### config.mk
export PLATFORM = sky130hd
export DESIGN_NAME = ureg_seq_ctrl
export DESIGN_NICKNAME = d
export VERILOG_FILES = /design/src/rtl/ureg_pkg.sv /design/src/rtl/ureg_cmd_fifo.sv /design/src/rtl/ureg_seq_ctrl.sv
export SDC_FILE = /design/constraint.sdc
export NUM_CORES = 1
export LEC_CHECK = 0
export ABC_CLOCK_PERIOD_IN_PS = 4400
export BUFFER_PORTS_ARGS = -buffer_cell sky130_fd_sc_hd__buf_4
export CAP_MARGIN = 20
export CORE_MARGIN = 1
export CORE_UTILIZATION = 57
export CTS_BUF_LIST = sky130_fd_sc_hd__clkbuf_16
export DETAILED_ROUTE_END_ITERATION = 12
export PLACE_DENSITY_LB_ADDON = 0.25
export SYNTH_ARGS = -nofsm -noshare
export SYNTH_HDL_FRONTEND = slang
export SYNTH_SLANG_ARGS = --single-unit
### constraint.sdc
create_clock -name clk -period 4.4 [get_ports clk]
set_input_delay 0.22 -clock clk [delete_from_list [all_inputs] [get_ports clk]]
set_output_delay 0.22 -clock clk [all_outputs]
set_load 0.01 [all_outputs]
### src/rtl/ureg_pkg.sv
// ---------------------------------------------------------------------------
// ureg_pkg
// Shared definitions for the universal shift register sequencer.
//   op_e    : command op codes. Each value equals the register CTRL code that
//             the command drives (00 hold, 01 shift MSB<LSB, 10 load,
//             11 shift MSB>LSB).
//   fill_e  : serial-in source selection for shift commands.
//   state_e : sequencer FSM states.
//   fill_bit / is_shift : small helpers used by the sequencer datapath.
// ---------------------------------------------------------------------------
package ureg_pkg;

    localparam int UREG_WIDTH      = 8;
    localparam int UREG_CNT_W      = 4;
    localparam int UREG_FIFO_DEPTH = 2;

    typedef enum logic [1:0] {
        OP_WAIT = 2'b00,
        OP_SHL  = 2'b01,
        OP_LOAD = 2'b10,
        OP_SHR  = 2'b11
    } op_e;

    typedef enum logic [1:0] {
        FILL_ZERO = 2'b00,
        FILL_ONE  = 2'b01,
        FILL_EXT  = 2'b10,
        FILL_ROT  = 2'b11
    } fill_e;

    typedef enum logic [1:0] {
        ST_IDLE = 2'b00,
        ST_EXEC = 2'b01,
        ST_DONE = 2'b10
    } state_e;

    // Serial-in bit for a shift given its fill source.
    function automatic logic fill_bit(input fill_e fill, input logic ext, input logic rot);
        logic bit_val;
        case (fill)
            FILL_ZERO: bit_val = 1'b0;
            FILL_ONE:  bit_val = 1'b1;
            FILL_EXT:  bit_val = ext;
            default:   bit_val = rot;
        endcase
        return bit_val;
    endfunction

    function automatic logic is_shift(input op_e op);
        return (op == OP_SHL) || (op == OP_SHR);
    endfunction

endpackage

### src/rtl/ureg_cmd_fifo.sv
// ---------------------------------------------------------------------------
// ureg_cmd_fifo
// Small synchronous command queue. DEPTH must be a power of two (>= 2) so the
// pointers wrap naturally. A push while full is dropped even if a pop happens
// on the same edge; the head word is presented combinationally.
// Ports:
//   clk        in   rising-edge clock
//   rst        in   synchronous active-high reset, empties the queue
//   push       in   write push_data at this edge (ignored when full)
//   push_data  in   DATA_W command word
//   pop        in   drop the head entry at this edge (ignored when empty)
//   head       out  oldest entry
//   full       out  DEPTH entries held
//   empty      out  no entries held
//   count      out  number of entries held
// ---------------------------------------------------------------------------
module ureg_cmd_fifo #(
    parameter int DATA_W = 16,
    parameter int DEPTH  = 2
) (
    input  logic                     clk,
    input  logic                     rst,
    input  logic                     push,
    input  logic [DATA_W-1:0]        push_data,
    input  logic                     pop,
    output logic [DATA_W-1:0]        head,
    output logic                     full,
    output logic                     empty,
    output logic [$clog2(DEPTH):0]   count
);

    localparam int PTR_W = $clog2(DEPTH);
    localparam logic [PTR_W:0] FULL_CNT = DEPTH[PTR_W:0];

    logic [DATA_W-1:0] mem [DEPTH];
    logic [PTR_W-1:0]  wr_ptr;
    logic [PTR_W-1:0]  rd_ptr;
    logic [PTR_W:0]    count_q;
    logic              do_push;
    logic              do_pop;

    assign full    = (count_q == FULL_CNT);
    assign empty   = (count_q == '0);
    assign count   = count_q;
    assign head    = mem[rd_ptr];
    assign do_push = push && !full;
    assign do_pop  = pop && !empty;

    // NOTE: state registers use non-blocking assignments so every flop samples
    // pre-edge values regardless of statement order.
    always_ff @(posedge clk) begin
        if (rst) begin
            wr_ptr  <= '0;
            rd_ptr  <= '0;
            count_q <= '0;
        end else begin
            if (do_push) wr_ptr <= wr_ptr + 1'b1;
            if (do_pop)  rd_ptr <= rd_ptr + 1'b1;
            case ({do_push, do_pop})
                2'b10:   count_q <= count_q + 1'b1;
                2'b01:   count_q <= count_q - 1'b1;
                default: count_q <= count_q;
            endcase
        end
    end

    // NOTE: the storage array has no reset; the empty flag guarantees stale
    // words are never consumed, and leaving it unreset keeps it plain RAM.
    always_ff @(posedge clk) begin
        if (do_push) mem[wr_ptr] <= push_data;
    end

endmodule

### src/rtl/ureg_seq_ctrl.sv
// ---------------------------------------------------------------------------
// ureg_seq_ctrl
// Command sequencer for an 8-bit universal shift register. Commands (WAIT,
// SHL, LOAD, SHR) arrive over a valid/ready handshake into a small queue and
// are executed one at a time: IDLE pops a command, EXEC drives the register
// for the requested number of cycles, DONE pulses done for one cycle.
// Ports:
//   clk         in   sole clock, rising edge
//   rst_n       in   synchronous reset, ACTIVE HIGH (name fixed by the harness)
//   ena         in   global enable; low freezes all state and idles outputs
//   cmd_valid   in   command present
//   cmd_ready   out  queue can accept (!full & ena & !rst_n)
//   cmd_op      in   00 WAIT, 01 SHL, 10 LOAD, 11 SHR
//   cmd_cnt     in   execute cycles for WAIT/SHL/SHR (ignored for LOAD)
//   cmd_fill    in   serial-in source: 00 zero, 01 one, 10 ext_sin, 11 rotate
//   cmd_data    in   parallel value for LOAD
//   ext_sin     in   external serial bit
//   reg_q       in   current register contents
//   reg_ctrl    out  register mode select
//   reg_sin     out  register serial input
//   reg_d       out  register parallel input
//   reg_en      out  register clock enable
//   sout        out  bit leaving the register this cycle
//   sout_valid  out  sout meaningful (SHL/SHR execute cycles)
//   busy        out  command in flight or queued
//   done        out  one-cycle pulse at the end of each command
// ---------------------------------------------------------------------------
module ureg_seq_ctrl
    import ureg_pkg::*;
#(
    parameter int WIDTH      = UREG_WIDTH,
    parameter int CNT_W      = UREG_CNT_W,
    parameter int FIFO_DEPTH = UREG_FIFO_DEPTH
) (
    input  logic              clk,
    input  logic              rst_n,
    input  logic              ena,
    input  logic              cmd_valid,
    output logic              cmd_ready,
    input  logic [1:0]        cmd_op,
    input  logic [CNT_W-1:0]  cmd_cnt,
    input  logic [1:0]        cmd_fill,
    input  logic [WIDTH-1:0]  cmd_data,
    input  logic              ext_sin,
    input  logic [WIDTH-1:0]  reg_q,
    output logic [1:0]        reg_ctrl,
    output logic              reg_sin,
    output logic [WIDTH-1:0]  reg_d,
    output logic              reg_en,
    output logic              sout,
    output logic              sout_valid,
    output logic              busy,
    output logic              done
);

    // Queue word layout: {op, cnt, fill, data}
    localparam int CMD_W = 2 + CNT_W + 2 + WIDTH;
    localparam int QC_W  = $clog2(FIFO_DEPTH) + 1;

    logic [CMD_W-1:0] push_word;
    logic [CMD_W-1:0] head_word;
    logic             fifo_full;
    logic             fifo_empty;
    logic [QC_W-1:0]  fifo_count;
    logic [QC_W-1:0]  count_after;
    logic             push;
    logic             pop;

    op_e              head_op;
    fill_e            head_fill;
    logic [CNT_W-1:0] head_cnt;
    logic [WIDTH-1:0] head_data;

    state_e           state;
    logic [CNT_W-1:0] counter;
    op_e              ex_op;
    fill_e            ex_fill;

    op_e              ctrl_q;
    logic             sin_q;
    logic [WIDTH-1:0] d_q;
    logic             en_q;
    logic             sv_q;
    logic             busy_q;
    logic             done_q;

    logic             rot_entry;
    logic             rot_next;
    logic             reg_q_unused;

    // ------------------------------------------------------------------
    // Command queue
    // ------------------------------------------------------------------
    assign cmd_ready = !fifo_full && ena && !rst_n;
    assign push      = cmd_valid && cmd_ready;
    assign pop       = ena && !rst_n && (state == ST_IDLE) && !fifo_empty;
    assign push_word = {cmd_op, cmd_cnt, cmd_fill, cmd_data};

    ureg_cmd_fifo #(
        .DATA_W (CMD_W),
        .DEPTH  (FIFO_DEPTH)
    ) u_fifo (
        .clk       (clk),
        .rst       (rst_n),
        .push      (push),
        .push_data (push_word),
        .pop       (pop),
        .head      (head_word),
        .full      (fifo_full),
        .empty     (fifo_empty),
        .count     (fifo_count)
    );

    assign head_op   = op_e'(head_word[CMD_W-1 -: 2]);
    assign head_cnt  = head_word[WIDTH+2 +: CNT_W];
    assign head_fill = fill_e'(head_word[WIDTH +: 2]);
    assign head_data = head_word[WIDTH-1:0];

    // Queue occupancy after this edge, used to register busy.
    // NOTE: every always_comb output gets a default first so no path leaves
    // it unassigned and infers a latch.
    always_comb begin
        count_after = fifo_count;
        if (push && !pop)      count_after = fifo_count + 1'b1;
        else if (pop && !push) count_after = fifo_count - 1'b1;
    end

    // reg_sin is registered, so the rotate bit must be the one that sits at
    // the exit end of the register during the coming cycle. On entry from
    // IDLE the register is idle, so that is the current exit bit; while
    // shifting it is the bit one position in from the exit end.
    always_comb begin
        rot_entry = (head_op == OP_SHR) ? reg_q[0] : reg_q[WIDTH-1];
        rot_next  = (ex_op   == OP_SHR) ? reg_q[1] : reg_q[WIDTH-2];
    end

    // Explicit sink for reg_q bits the sequencer never inspects.
    assign reg_q_unused = &{1'b0, reg_q};

    // ------------------------------------------------------------------
    // Sequencer FSM with registered outputs. Output registers hold the
    // values for the state being entered; they default to idle and the
    // state arms override them. FILL_EXT samples ext_sin one edge ahead.
    // ------------------------------------------------------------------
    always_ff @(posedge clk) begin
        if (rst_n) begin
            state   <= ST_IDLE;
            counter <= '0;
            ex_op   <= OP_WAIT;
            ex_fill <= FILL_ZERO;
            ctrl_q  <= OP_WAIT;
            sin_q   <= 1'b0;
            d_q     <= '0;
            en_q    <= 1'b0;
            sv_q    <= 1'b0;
            busy_q  <= 1'b0;
            done_q  <= 1'b0;
        end else if (ena) begin
            ctrl_q <= OP_WAIT;
            sin_q  <= 1'b0;
            d_q    <= '0;
            en_q   <= 1'b0;
            sv_q   <= 1'b0;
            done_q <= 1'b0;
            busy_q <= (count_after != '0);

            case (state)
                ST_IDLE: begin
                    if (!fifo_empty) begin
                        ex_op   <= head_op;
                        ex_fill <= head_fill;
                        busy_q  <= 1'b1;
                        if (head_op == OP_LOAD) begin
                            counter <= CNT_W'(1);
                            state   <= ST_EXEC;
                            en_q    <= 1'b1;
                            ctrl_q  <= OP_LOAD;
                            d_q     <= head_data;
                        end else if (head_cnt == '0) begin
                            // Zero-length command: skip EXEC, still report done.
                            counter <= '0;
                            state   <= ST_DONE;
                            done_q  <= 1'b1;
                        end else begin
                            counter <= head_cnt;
                            state   <= ST_EXEC;
                            en_q    <= 1'b1;
                            ctrl_q  <= head_op;
                            sv_q    <= is_shift(head_op);
                            sin_q   <= is_shift(head_op) &&
                                       fill_bit(head_fill, ext_sin, rot_entry);
                        end
                    end
                end

                ST_EXEC: begin
                    counter <= counter - CNT_W'(1);
                    busy_q  <= 1'b1;
                    if (counter == CNT_W'(1)) begin
                        state  <= ST_DONE;
                        done_q <= 1'b1;
                    end else begin
                        en_q   <= 1'b1;
                        ctrl_q <= ex_op;
                        sv_q   <= is_shift(ex_op);
                        sin_q  <= is_shift(ex_op) &&
                                  fill_bit(ex_fill, ext_sin, rot_next);
                    end
                end

                ST_DONE: begin
                    state <= ST_IDLE;
                end

                default: begin
                    state <= ST_IDLE;
                end
            endcase
        end
    end

    // ------------------------------------------------------------------
    // Outputs. ena gates the register-facing flops directly so the
    // register never advances during a cycle in which the FSM is frozen,
    // and a suppressed done pulse reappears once ena returns.
    // ------------------------------------------------------------------
    assign reg_en     = en_q && ena;
    assign reg_ctrl   = ena ? ctrl_q : OP_WAIT;
    assign reg_d      = ena ? d_q : '0;
    assign reg_sin    = sin_q && ena;
    assign sout_valid = sv_q && ena;
    assign done       = done_q && ena;
    assign busy       = busy_q;
    assign sout       = sout_valid && ((ex_op == OP_SHR) ? reg_q[0] : reg_q[WIDTH-1]);

endmodule

==> metrics.txt <==
first-pass GRT wire length 9804 um; Synth Cell Area 2789 um2; Cell Chain, Critical Path inv_1, ha_1, nand4bb_1, nor2_1, buf_4; # diodes 0; pwr/cell area 436.1 nW/um2; Area after DPL 3156 um2; max_cap viols 0; Max Clk Rate 429.9 MHz; remaining antenna violation count 0; ys async rst share 0; Reg power frac 0.447; pre-CTS WS 2.072 ns; Leak 1.245 nW; min-delay src cmd_data[5]; crit start category flip-flop; critical path class flip-flop to flip-flop; CP endpoint kind flip-flop; Synth warnings 0; post-synth top area share 0.3445; top post-synthesis cells by area edfxtp_1, dfxtp_1, mux2_2, a21oi_1, nand2_1; syn_nets 291; clock tree sinks 62; Post-synth EDFFs 32; status complete, no violations; post-CTS sizing 0; Mean Syn Cell Area approximately 11 um2; worst flop-to-flop path startpoint u_fifo.count[0]; IO Port Bufs 41; sw frac 0.2554; worst skew pair latency between 0.3 and 0.4 ns; DR top layer met4; GR Util All Layers 0.2594; core area 4723 um2; IO Pins 46; NumNets Final approximately 330; Yosys cell types 52; # rows 25; combinational share of power 0.147; final core utilization 0.7229; ys flop type edfxtp_1; DR WL met2 3016 um; starting density of the core 0.5905; Clock Path Buffers 2; Critical Path Fanout Max 10; largest net degree at the start of global routing 33; RSZ-0062 raised after global routing no; total power between 1 and 1.5 mW; min-delay worst type input pin to flip-flop; number of buffers and inverters on the critical path 2; internal power 1.109 mW; root buf cell clkbuf_16; maximum vdd drop 280.4 uV; Rel. slew slack 0.5442; wire per inst 16.32 um; DRT met1 WL 2576 um; Worst EP arrival 2.35 ns; final cell count without fillers 372; HPWL Detailed just under 4000 um; via count 2141; #FFs+latches synth 62; hold-fix buffers at CTS 0; fill cell count around 340; hold path depth 1; register area share after synthesis 0.5599; Final TNS setup 0 ns; NetSw 0.3803 mW; height of the die around 70 um; drt total wl around 6100 um; final setup margin 2.074 ns; 1st-iter DRT viols around 170; Setup violations, final 0; full die area ~5200 um2; Hold Slack 0.07783 ns; GR Overflow Total 0; final clock skew ~0.0042 ns; Design Area, Final 3415 um2; met3 wire length 318 um; Area Overhead vs Synth 22.43%; min Tclk post-route 2.326 ns; Clock power frac 0.405; H-tree lvl count 3; Final Hold Vio Count 0; hold endpoint u_fifo.mem[1][5]; number of global-route vias before repair 2037; Worst Max-Slew Pin Slew 0.6812 ns; first-pass iteration count of the detailed router 4; area leader, netlist edfxtp_1; clock-pin slew on the worst setup and hold paths 0.05 ns; FF-to-FF path depth 5; kind of cell adding the most delay to the critical path simple AND/OR/NAND/NOR gates; Mapped Cells about 260; Final Max Tran Viols 0; drt drc 0; most instantiated cells after synthesis edfxtp_1, dfxtp_1, nand2_1, a21oi_1, nor2_1; initial antenna violation count 0; Via density 5.755; # Post-CTS Setup Buffers 0; CTS tree yes; r2r endpoint u_fifo.mem[1][7]; Slowest cell on crit path nor2_1; gpl congestion about 0.89; Num CTS Buffers 9; Die Wd 71.95 um; count leader, synth edfxtp_1; r2r setup slk 2.07 ns; total placed cells including tap cells around 360; share of layout cells above drive strength 1 0.2328; required time at the worst-slack endpoint 4.42 ns; crit share post-route 0.5286; Max stage delay on crit path between 0.6 and 0.7 ns
worst reg2reg max path, stage by stage (launching register included):
cell and delay, ns:
dfxtp_1 0.35, inv_1 0.09, ha_1 0.22, nand4bb_1 0.40
nor2_1 0.64, buf_4 0.33
power groups by stage:
stage          registers [mW]  clock network [mW]  logic [mW]
2_1_floorplan           0.669                   0       0.155
3_3_place_gp            0.674                   0       0.208
3_5_place_dp            0.676                   0       0.216
4_1_cts                 0.666               0.610       0.218
5_1_grt                 0.670               0.636       0.243
6_report                0.666               0.604       0.219
layout make-up:
class	count	area [um2]	share of cell area
tap	67	83.83	0.02455
timing repair buffer	45	337.8	0.09894
clock inverter	7	33.78	0.009894
clock buffer	9	225.2	0.06596
inverter	6	22.52	0.006596
sequential	62	1562	0.4573
multi-input combinational	176	1150	0.3368
per-layer routing:
layer	vias up	GRT usage
li1	1022	-
met4	0	0.1264
met3	16	0.05833
met2	80	0.4277
met5	-	0
met1	1023	0.3253
registers in the layout, summed over array words and instances (netlist names), 2 cells and up, named ones only:
name and count:
u_fifo.count 2, state 2, d_q 8, ex_fill 2, counter 4, ctrl_q 2
u_fifo.mem 32, ex_op 2
cells by family after synthesis:
family                     share of synthesized area
and+or+nand+nor                               0.1736
muxes                                        0.06954
DFF                                           0.5599
AOI/OAI and AO/OA                             0.1310
buffers and inverters                        0.02781
adders and majority gates                    0.02243
xor gates and xnor gates                     0.01570
how the worst max path moves through the flow:
stage | startpoint | end | slack [ns] | cells past startpoint
floorplan | u_fifo.count[0] | u_fifo.mem[0][0] | 2.34 | 5
global placement | u_fifo.count[0] | u_fifo.mem[1][7] | 2.11 | 5
detailed placement | u_fifo.count[0] | u_fifo.mem[1][7] | 2.07 | 5
CTS | u_fifo.count[0] | u_fifo.mem[1][7] | 2.06 | 5
global route | u_fifo.count[0] | u_fifo.mem[1][7] | 1.92 | 5
finish | u_fifo.count[0] | u_fifo.mem[1][7] | 2.07 | 5
layout by cell type, fill, tap and decap left out, types with 3 or more instances in the layout:
cell       Yosys  routed
clkbuf_16      0       9
nor3b_1        3       3
mux2_2        11      11
xnor2_1        3       3
o21ai_0        8       8
dfxtp_1       30      30
edfxtp_1      32      32
a21oi_1       22      22
nor3_1         6       6
nand2b_1       3       3
and2_1        14      14
buf_4          0      45
mux2i_1        7       7
nor2b_1        4       4
nor2_1        21      21
nand2_1       24      24
inv_1          6       8
ha_1           5       5
clkinv_1       0       3
a211oi_1       7       7
Note: power is estimated with default switching activity, not from simulation.
